`src/rtl/serial_fifo_bridge.sv`:
```
`default_nettype none
// ============================================================================
// Module      : serial_fifo_bridge
// Description : Byte FIFOs between a host and a simple serial core. The TX
//               FIFO feeds a launcher that pulses start_trasmit once per byte
//               and waits for the core to go busy and then idle again. The RX
//               FIFO captures bytes from the core and flags lost bytes with a
//               sticky overrun bit.
// Revision    : 1.0 - initial release
// ============================================================================
module serial_fifo_bridge #(
  parameter int DEPTH_LOG2 = 4
) (
  input  logic                  clk,
  input  logic                  rst,
  // host TX side
  input  logic                  tx_wr,
  input  logic [7:0]            tx_wdata,
  output logic                  tx_full,
  output logic [DEPTH_LOG2:0]   tx_count,
  // host RX side
  input  logic                  rx_rd,
  output logic [7:0]            rx_rdata,
  output logic                  rx_empty,
  output logic [DEPTH_LOG2:0]   rx_count,
  output logic                  rx_overrun,
  input  logic                  ovr_clr,
  // serial core side
  output logic                  start_trasmit,
  output logic [7:0]            tx_data,
  input  logic                  transmitint,
  input  logic                  reciveint,
  input  logic [7:0]            rx_data
);

  localparam int                    DEPTH     = 1 << DEPTH_LOG2;
  localparam logic [DEPTH_LOG2:0]   C_DEPTH   = (DEPTH_LOG2 + 1)'(DEPTH);
  localparam logic [DEPTH_LOG2:0]   C_CNT_ONE = (DEPTH_LOG2 + 1)'(1);
  localparam logic [DEPTH_LOG2-1:0] C_PTR_ONE = DEPTH_LOG2'(1);

  typedef enum logic [1:0] {
    IDLE      = 2'd0,
    WAIT_BUSY = 2'd1,
    WAIT_IDLE = 2'd2
  } state_e;

  state_e                  state_q, state_d;

  // TX FIFO storage and bookkeeping
  logic [7:0]              tx_mem_q [DEPTH];
  logic [DEPTH_LOG2-1:0]   tx_wptr_q, tx_rptr_q;
  logic [DEPTH_LOG2:0]     tx_count_q, tx_count_d;
  logic                    tx_push, tx_pop;
  logic                    start_q;
  logic [7:0]              tx_data_q;

  // RX FIFO storage and bookkeeping
  logic [7:0]              rx_mem_q [DEPTH];
  logic [DEPTH_LOG2-1:0]   rx_wptr_q, rx_rptr_q;
  logic [DEPTH_LOG2:0]     rx_count_q, rx_count_d;
  logic                    rx_push, rx_pop, rx_full;
  logic                    ovr_q, ovr_d;

  // Status flags are pure decodes of the registered counts
  assign tx_full       = (tx_count_q == C_DEPTH);
  assign tx_count      = tx_count_q;
  assign rx_full       = (rx_count_q == C_DEPTH);
  assign rx_empty      = (rx_count_q == '0);
  assign rx_count      = rx_count_q;
  assign rx_rdata      = rx_mem_q[rx_rptr_q];
  assign rx_overrun    = ovr_q;
  assign start_trasmit = start_q;
  assign tx_data       = tx_data_q;

  // A full TX FIFO still accepts a write when the launcher pops in the same cycle
  assign tx_push = tx_wr && (!tx_full || tx_pop);
  // Empty-read is dropped; a full RX FIFO accepts a byte only alongside a pop
  assign rx_pop  = rx_rd && !rx_empty;
  assign rx_push = reciveint && (!rx_full || rx_pop);

  // Launcher next state: pop one byte when idle, then track the core busy/idle handshake
  always_comb begin
    state_d = state_q;
    tx_pop  = 1'b0;
    case (state_q)
      IDLE: begin
        if (transmitint && (tx_count_q != '0)) begin
          tx_pop  = 1'b1;
          state_d = WAIT_BUSY;
        end
      end
      WAIT_BUSY: if (!transmitint) state_d = WAIT_IDLE;
      WAIT_IDLE: if (transmitint)  state_d = IDLE;
      default:   state_d = IDLE;
    endcase
  end

  // Occupancy and sticky-overrun next values
  always_comb begin
    tx_count_d = tx_count_q;
    case ({tx_push, tx_pop})
      2'b10:   tx_count_d = tx_count_q + C_CNT_ONE;
      2'b01:   tx_count_d = tx_count_q - C_CNT_ONE;
      default: tx_count_d = tx_count_q;
    endcase

    rx_count_d = rx_count_q;
    case ({rx_push, rx_pop})
      2'b10:   rx_count_d = rx_count_q + C_CNT_ONE;
      2'b01:   rx_count_d = rx_count_q - C_CNT_ONE;
      default: rx_count_d = rx_count_q;
    endcase

    // a lost byte wins over a simultaneous clear so the event is never missed
    ovr_d = ovr_q;
    if (reciveint && rx_full && !rx_rd) begin
      ovr_d = 1'b1;
    end else if (ovr_clr) begin
      ovr_d = 1'b0;
    end
  end

  // TX pointers, launcher state, launch pulse and held output byte
  always_ff @(posedge clk) begin
    if (rst) begin
      state_q    <= IDLE;
      tx_wptr_q  <= '0;
      tx_rptr_q  <= '0;
      tx_count_q <= '0;
      start_q    <= 1'b0;
      tx_data_q  <= 8'h00;
    end else begin
      state_q    <= state_d;
      tx_count_q <= tx_count_d;
      start_q    <= tx_pop;
      if (tx_pop) begin
        tx_data_q <= tx_mem_q[tx_rptr_q];
        tx_rptr_q <= tx_rptr_q + C_PTR_ONE;
      end
      if (tx_push) begin
        tx_wptr_q <= tx_wptr_q + C_PTR_ONE;
      end
    end
  end

  // RX pointers, occupancy and overrun flag
  always_ff @(posedge clk) begin
    if (rst) begin
      rx_wptr_q  <= '0;
      rx_rptr_q  <= '0;
      rx_count_q <= '0;
      ovr_q      <= 1'b0;
    end else begin
      rx_count_q <= rx_count_d;
      ovr_q      <= ovr_d;
      if (rx_pop) begin
        rx_rptr_q <= rx_rptr_q + C_PTR_ONE;
      end
      if (rx_push) begin
        rx_wptr_q <= rx_wptr_q + C_PTR_ONE;
      end
    end
  end

  // Storage arrays are not reset; writes are suppressed during reset
  always_ff @(posedge clk) begin
    if (!rst && tx_push) begin
      tx_mem_q[tx_wptr_q] <= tx_wdata;
    end
    if (!rst && rx_push) begin
      rx_mem_q[rx_wptr_q] <= rx_data;
    end
  end

endmodule
`default_nettype wire

```
`config.mk`:
```
export PLATFORM = sky130hd
export DESIGN_NAME = serial_fifo_bridge
export DESIGN_NICKNAME = d
export VERILOG_FILES = /design/src/rtl/serial_fifo_bridge.sv
export SDC_FILE = /design/constraint.sdc
export NUM_CORES = 1
export LEC_CHECK = 0
export CAP_MARGIN = 5
export CORE_MARGIN = 8
export CORE_UTILIZATION = 65
export DETAILED_ROUTE_END_ITERATION = 8
export HOLD_SLACK_MARGIN = 0.1
export MAX_ROUTING_LAYER = met4
export PLACE_DENSITY = 0.85
export SYNTH_ARGS = -nofsm -noshare
export SYNTH_HDL_FRONTEND = slang
export SYNTH_SLANG_ARGS = --single-unit
```
`constraint.sdc`:
```
create_clock -name clk -period 5.35 [get_ports clk]
set_input_delay 1.3375 -clock clk [delete_from_list [all_inputs] [get_ports clk]]
set_output_delay 1.3375 -clock clk [all_outputs]
set_load 0.03 [all_outputs]
```
Word level (Yosys, flattened, before mapping)
Memories as Yosys holds them, arrays and structs flattened. A register that Yosys moved wholly into a read port is not among the register bits.
Index checks and enable logic that the tools add are counted.
{"block": "totals", "ff_bits": 30, "mem_bits_rw": 256, "inputBits": 23, "out_inout_bits": 30, "word_cells": 68, "n_memories": 2}
{"block": "op_classes", "add_sub_neg": 8, "n_eq_ne": 11, "muxes": 16, "reduce_logical": 22}
{"name": "rx_mem_q", "depth": 16, "word_bits": 8, "read_ports": 1, "rd_ports_with_merged_regs": 1, "wr": 1, "line_no": "58", "source": "logic [7:0] rx_mem_q [DEPTH];"}
{"name": "tx_mem_q", "depth": 16, "word_bits": 8, "read_ports": 1, "rd_ports_with_merged_regs": 1, "wr": 1, "line_no": "50", "source": "logic [7:0] tx_mem_q [DEPTH];"}
{"op": "$pmux 5 s2", "n": 2}
{"op": "$add 4x1->4 const B", "n": 4}
{"op": "$add 5x1->5 const B", "n": 2}
{"op": "$eq 5x5->1 const B", "n": 2}
{"op": "$sub 5x1->5 const B", "n": 2}
{"op": "$logic_and 1x1->1", "n": 8}
{"op": "$mux 1", "n": 8}
{"op": "$mux 4", "n": 2}
{"op": "$eq 2x1->1 const B", "n": 3}
{"op": "$eq 2x2->1 const B", "n": 3}
{"op": "$mux 2", "n": 3}
{"op": "$ne 2x2->1 const B", "n": 3}
{"op": "$pmux 2 s3", "n": 1}
{"op": "$reduce_bool 2->1", "n": 3}
{"op": "$logic_not 1->1", "n": 5}
{"op": "$logic_not 5->1", "n": 1}
{"op": "$reduce_bool 5->1", "n": 1}
{"op": "$reduce_and 3->1", "n": 1}
{"op": "$logic_not 2->1", "n": 1}
{"op": "$logic_or 1x1->1", "n": 2}

Logic depth before layout (Yosys ltp)
{"block": "depth", "ltp_word": 9, "mapped_depth": 10, "depth_no_buf": 10}

Worst setup path after synthesis
Ideal clock, no wire load.
{"block": "synth_timing", "kind": "in2reg", "startpoint": "in transmitint", "endpoint": "reg tx_count_q[4] (netlist: tx_count[4])", "setup_time_ns": 0.075, "arrival_time_ns": 3.643, "required_ns": 5.275, "slack_ns": 1.632, "stages": 9, "n_path_buf": 0, "cell_sequence": "or3b_2 -> a211oi_1 -> inv_1 -> fa_1 -> nand2b_1 -> a21oi_1 -> nor3_1 -> or3_1 -> a31oi_1"}
{"block": "synth_between", "elab_chain_cells": 7, "elab_cells_between_ends": 9, "cone_classes": "eq/ne (2); mux (3); reduce/logical (4)"}
{"element": "start, declared", "line_no": "31", "source": "input logic transmitint,"}
{"element": "$logic_and 1x1->1 (*)", "line_no": "87", "source": "if (transmitint && (tx_count_q != '0)) begin"}
{"element": "$mux 1 (*)", "line_no": "87"}
{"element": "$mux 1 (*)", "line_no": "85", "source": "case (state_q)"}
{"element": "$logic_or 1x1->1", "line_no": "76", "source": "assign tx_push = tx_wr && (!tx_full || tx_pop);"}
{"element": "$logic_and 1x1->1", "line_no": "76"}
{"element": "$eq 2x1->1 or $eq 2x2->1 (tied branches)", "line_no": "101", "source": "case ({tx_push, tx_pop})"}
{"element": "$pmux 5 s2 or $reduce_bool 2->1 (tied branches)"}
{"element": "end signal, assigned", "line_no": "134", "source": "tx_count_q <= tx_count_d;"}
{"element": "end, declared", "line_no": "52", "source": "logic [DEPTH_LOG2:0] tx_count_q, tx_count_d;"}
Mark *: on every way between the ends. The rest lies on a longest branch, timed or not.
A chain may end at the register's enable or synchronous reset.

==> impl_metrics.csv <==
group,metric,value,unit
sta,hold_viol_final,0,
floorplanning,die-width,151,µm
critical_path,critical-path-slowest-cell,"sky130_fd_sc_hd__mux4_2",
cells_and_area,final_layout_size_suffix_gt1_frac,0.128,
sta,max_freq,0.215,GHz
synthesis,mappedNetlistArea,0.0118,mm²
grt,number_of_global_route_vias_before_repair,6667,
floorplanning,dieHeight,151,µm
routing,drtIter0Drc,603,
floorplanning,fp.dieArea,0.0227,mm²
critical_path,critPathCaptureType,"output pin",
sta,timing.hold.ws,0.506,ns
placement,gp_congestion,0.856,
routing,drt_pre_antenna_iters,5,
cts,cts_tree,"built",
synthesis,synth_fp_nets,735,
cts,postCtsSetupBuffers,0,
power_and_ir_drop,power.leakage,4.24,nW
cells_and_area,final_net_count,793,
power_and_ir_drop,power-per-cell-area,449,mW/mm²
sta,relSlewSlack,0.218,
floorplanning,number_of_i_o_pins,53,
grt,grt_remaining_overflow,0,
min_path,worstHoldPathType,"register to register",
cells_and_area,post-route-util,0.754,
cts,clock-sinks,298,
placement,place_inst,950,
sta,setup_viol,0,
critical_path,timing.critical_path.mode_cell,"sky130_fd_sc_hd__mux4_2",
sta,setup_repair_after_global_routing_missed_its_margin,"no",
routing,post-route-drc-count,0,
synthesis,yosysUniqueCellTypes,43,
synthesis,dominantRegCellSynth,"sky130_fd_sc_hd__edfxtp_1",
critical_path,critical_path.max_fanout,23,
power_and_ir_drop,max-vdd-ir-drop,341,µV
placement,port_buffers,52,
routing,antenna_violating_nets_post_route,0,
cells_and_area,final_cell_area,0.0135,mm²
sta,finalClockSkew,0.0132,ns
placement,detailedPlacementHpwl,15200,µm
synthesis,synthArstFlopShare,0,
cts,cts_resized,0,
synthesis,synth_seq_area_share,0.722,
run,max_cap_viol_count,0,
sta,final.setup.tns,0,ns
cells_and_area,stdcell_count,1004,
placement,post_dp_area,0.0125,mm²
synthesis,synth_enable_flop_cells,256,
critical_path,worst_path_class_setup,"register to output pin",
cts,clk_pin_slew,0.06,ns
sta,tightestPinTransition,1.17,ns
grt,grt_first_pass_wirelength,38700,µm
cts,number_of_h_tree_levels,1,
cts,max-clock-path-buffers,3,
grt,gr-usage-all-layers,0.235,
cts,cts.root.buffer_cell,"sky130_fd_sc_hd__clkbuf_16",
sta,final-max-slew-violation-count,0,
critical_path,start_kind,"register",
routing,route.vias.total,6483,
routing,via_per_inst,6.46,
cells_and_area,layout_commonest_cell,"sky130_fd_sc_hd__edfxtp_1",
critical_path,timing.critical_path.required,4.01,ns
sta,setup_slack,0.709,ns
cts,cts_made_buffers,29,
routing,detail_route.wl_per_cell,25.3,µm
critical_path,path_cells,"buf_4 -> mux4_2 -> mux4_2 -> clkdlybuf4s50_1",
cells_and_area,most-common-layout-cells,"sky130_fd_sc_hd__edfxtp_1, sky130_fd_sc_hd__nor2_1, sky130_fd_sc_hd__mux2i_1, sky130_fd_sc_hd__clkdlybuf4s50_1",
floorplanning,core_area,0.0179,mm²
synthesis,ys_seq_elements,298,
floorplanning,rows,49,
synthesis,synthesis.instances,694,
cts,cts_hold_buf,0,
critical_path,path_delay_family,"multiplexers",
routing,wirelength,25400,µm
grt,largest_net_degree_at_the_start_of_global_routing,67,
critical_path,data_arrival_time_of_the_critical_path,3.30,ns
synthesis,synth.yosys.warnings,0,
critical_path,timing.critical_path.buf_inv,2,
cells_and_area,area.growth.synth_to_final,14.3,%
grt,grt_antenna_before_repair,2,
cts,worstSkewPairLatency,0.53,ns
floorplanning,starting_density,0.660,
sta,period_share,0.868,
synthesis,avgSynthCellArea,17.0,µm²
power_and_ir_drop,design_power_total,6.06,mW
status,status,"completed",
sta,finalCriticalPeriod,4.64,ns
critical_path,critical_path.max_stage_delay,0.62,ns
placement,detailedPlace.worstSlack,0.800,ns
==> worst register-to-register path, cell delays in order (launching register included) <==
cell and delay [ns]:
sky130_fd_sc_hd__dfxtp_1 0.35, sky130_fd_sc_hd__or3b_2 0.52, sky130_fd_sc_hd__a211oi_1 0.59, sky130_fd_sc_hd__inv_1 0.12, sky130_fd_sc_hd__fa_1 0.42, sky130_fd_sc_hd__nand2b_1 0.16, sky130_fd_sc_hd__a21oi_1 0.28, sky130_fd_sc_hd__nor3_1 0.07
sky130_fd_sc_hd__or3_1 0.33, sky130_fd_sc_hd__a31oi_1 0.16
==> per-layer routing <==
metal  track usage  part of all wire  up-vias
met5             -                 0        -
met2         0.385              0.51      375
met1         0.299              0.39     3237
li1              -                 -     2825
met3        0.0451             0.083       46
met4        0.0614             0.020        0
==> synth_stat cells, types with 3 or more instances <==
cell type | count | area share
sky130_fd_sc_hd__nor2_1 | 68 | 0.022
sky130_fd_sc_hd__buf_2 | 13 | 0.0055
sky130_fd_sc_hd__a21oi_1 | 10 | 0.0042
sky130_fd_sc_hd__nand2b_1 | 4 | 0.0021
sky130_fd_sc_hd__ha_1 | 16 | 0.017
sky130_fd_sc_hd__or3b_2 | 3 | 0.0022
sky130_fd_sc_hd__nand2_1 | 22 | 0.0070
sky130_fd_sc_hd__mux4_2 | 40 | 0.076
sky130_fd_sc_hd__o22ai_1 | 32 | 0.017
sky130_fd_sc_hd__buf_1 | 3 | 0.00095
sky130_fd_sc_hd__xor2_1 | 8 | 0.0059
sky130_fd_sc_hd__o21a_1 | 3 | 0.0019
sky130_fd_sc_hd__inv_1 | 14 | 0.0045
sky130_fd_sc_hd__clkbuf_1 | 15 | 0.0048
sky130_fd_sc_hd__edfxtp_1 | 256 | 0.65
sky130_fd_sc_hd__a211oi_1 | 10 | 0.0064
sky130_fd_sc_hd__nor4_1 | 9 | 0.0048
sky130_fd_sc_hd__xnor2_1 | 11 | 0.0082
sky130_fd_sc_hd__nor2b_1 | 3 | 0.0016
sky130_fd_sc_hd__nand3b_1 | 4 | 0.0025
sky130_fd_sc_hd__nand3_1 | 3 | 0.0013
sky130_fd_sc_hd__mux2i_1 | 68 | 0.058
sky130_fd_sc_hd__or3_1 | 3 | 0.0016
sky130_fd_sc_hd__nand4_1 | 4 | 0.0021
sky130_fd_sc_hd__nor3_1 | 9 | 0.0038
sky130_fd_sc_hd__dfxtp_1 | 42 | 0.071
==> logic make-up (layout without fill, tap and decap cells) <==
| logic type | count (synthesis) | count (layout) | synth area share |
|---|---|---|---|
| buffers and inverters | 46 | 125 | 0.0166 |
| other | 0 | 2 | 0 |
| adders and majority gates | 18 | 18 | 0.0203 |
| xor gates and xnor gates | 19 | 19 | 0.0141 |
| DFF | 298 | 298 | 0.722 |
| muxes | 109 | 109 | 0.135 |
| AOI/OAI and AO/OA | 66 | 66 | 0.0368 |
| and+or+nand+nor | 138 | 138 | 0.0548 |
==> report_power, final <==
group | switching, mW | internal [mW]
Combinational | 0.697 | 0.574
Clock | 0.817 | 1.23
Sequential | 0.115 | 2.63
Total | 1.63 | 4.43
==> flip-flops by register name (all words and copies together), names as in the netlist, named ones only <==
name,flops
state_q,2
rx_mem_q,128
rx_wptr_q,4
tx_wptr_q,4
start_trasmit,1
rx_count,5
tx_data,8
tx_mem_q,128
rx_rptr_q,4
rx_overrun,1
tx_rptr_q,4
tx_count,5
==> layout make-up <==
type,instances,area (µm²)
Inverter,14,52.6
Sequential cell,298,8530
Fill cell,997,4410
Clock buffer,39,793
Antenna cell,2,5.00
Clock inverter,13,164
Tap cell,229,287
Timing Repair Buffer,59,573
Multi-Input combinational cell,350,3080
==> worst paths after layout <==
check | start | end | slack [ns] | cells after the start
setup / recovery | register | rx_rdata[1] | 0.71 | 4
hold / removal | rx_overrun | rx_overrun | 0.51 | 2
setup reg to reg | state_q[1] | tx_count[4] | 2.27 | 9
hold reg to reg | rx_overrun | rx_overrun | 0.51 | 2
Note: power is estimated with default switching activity, not from simulation.
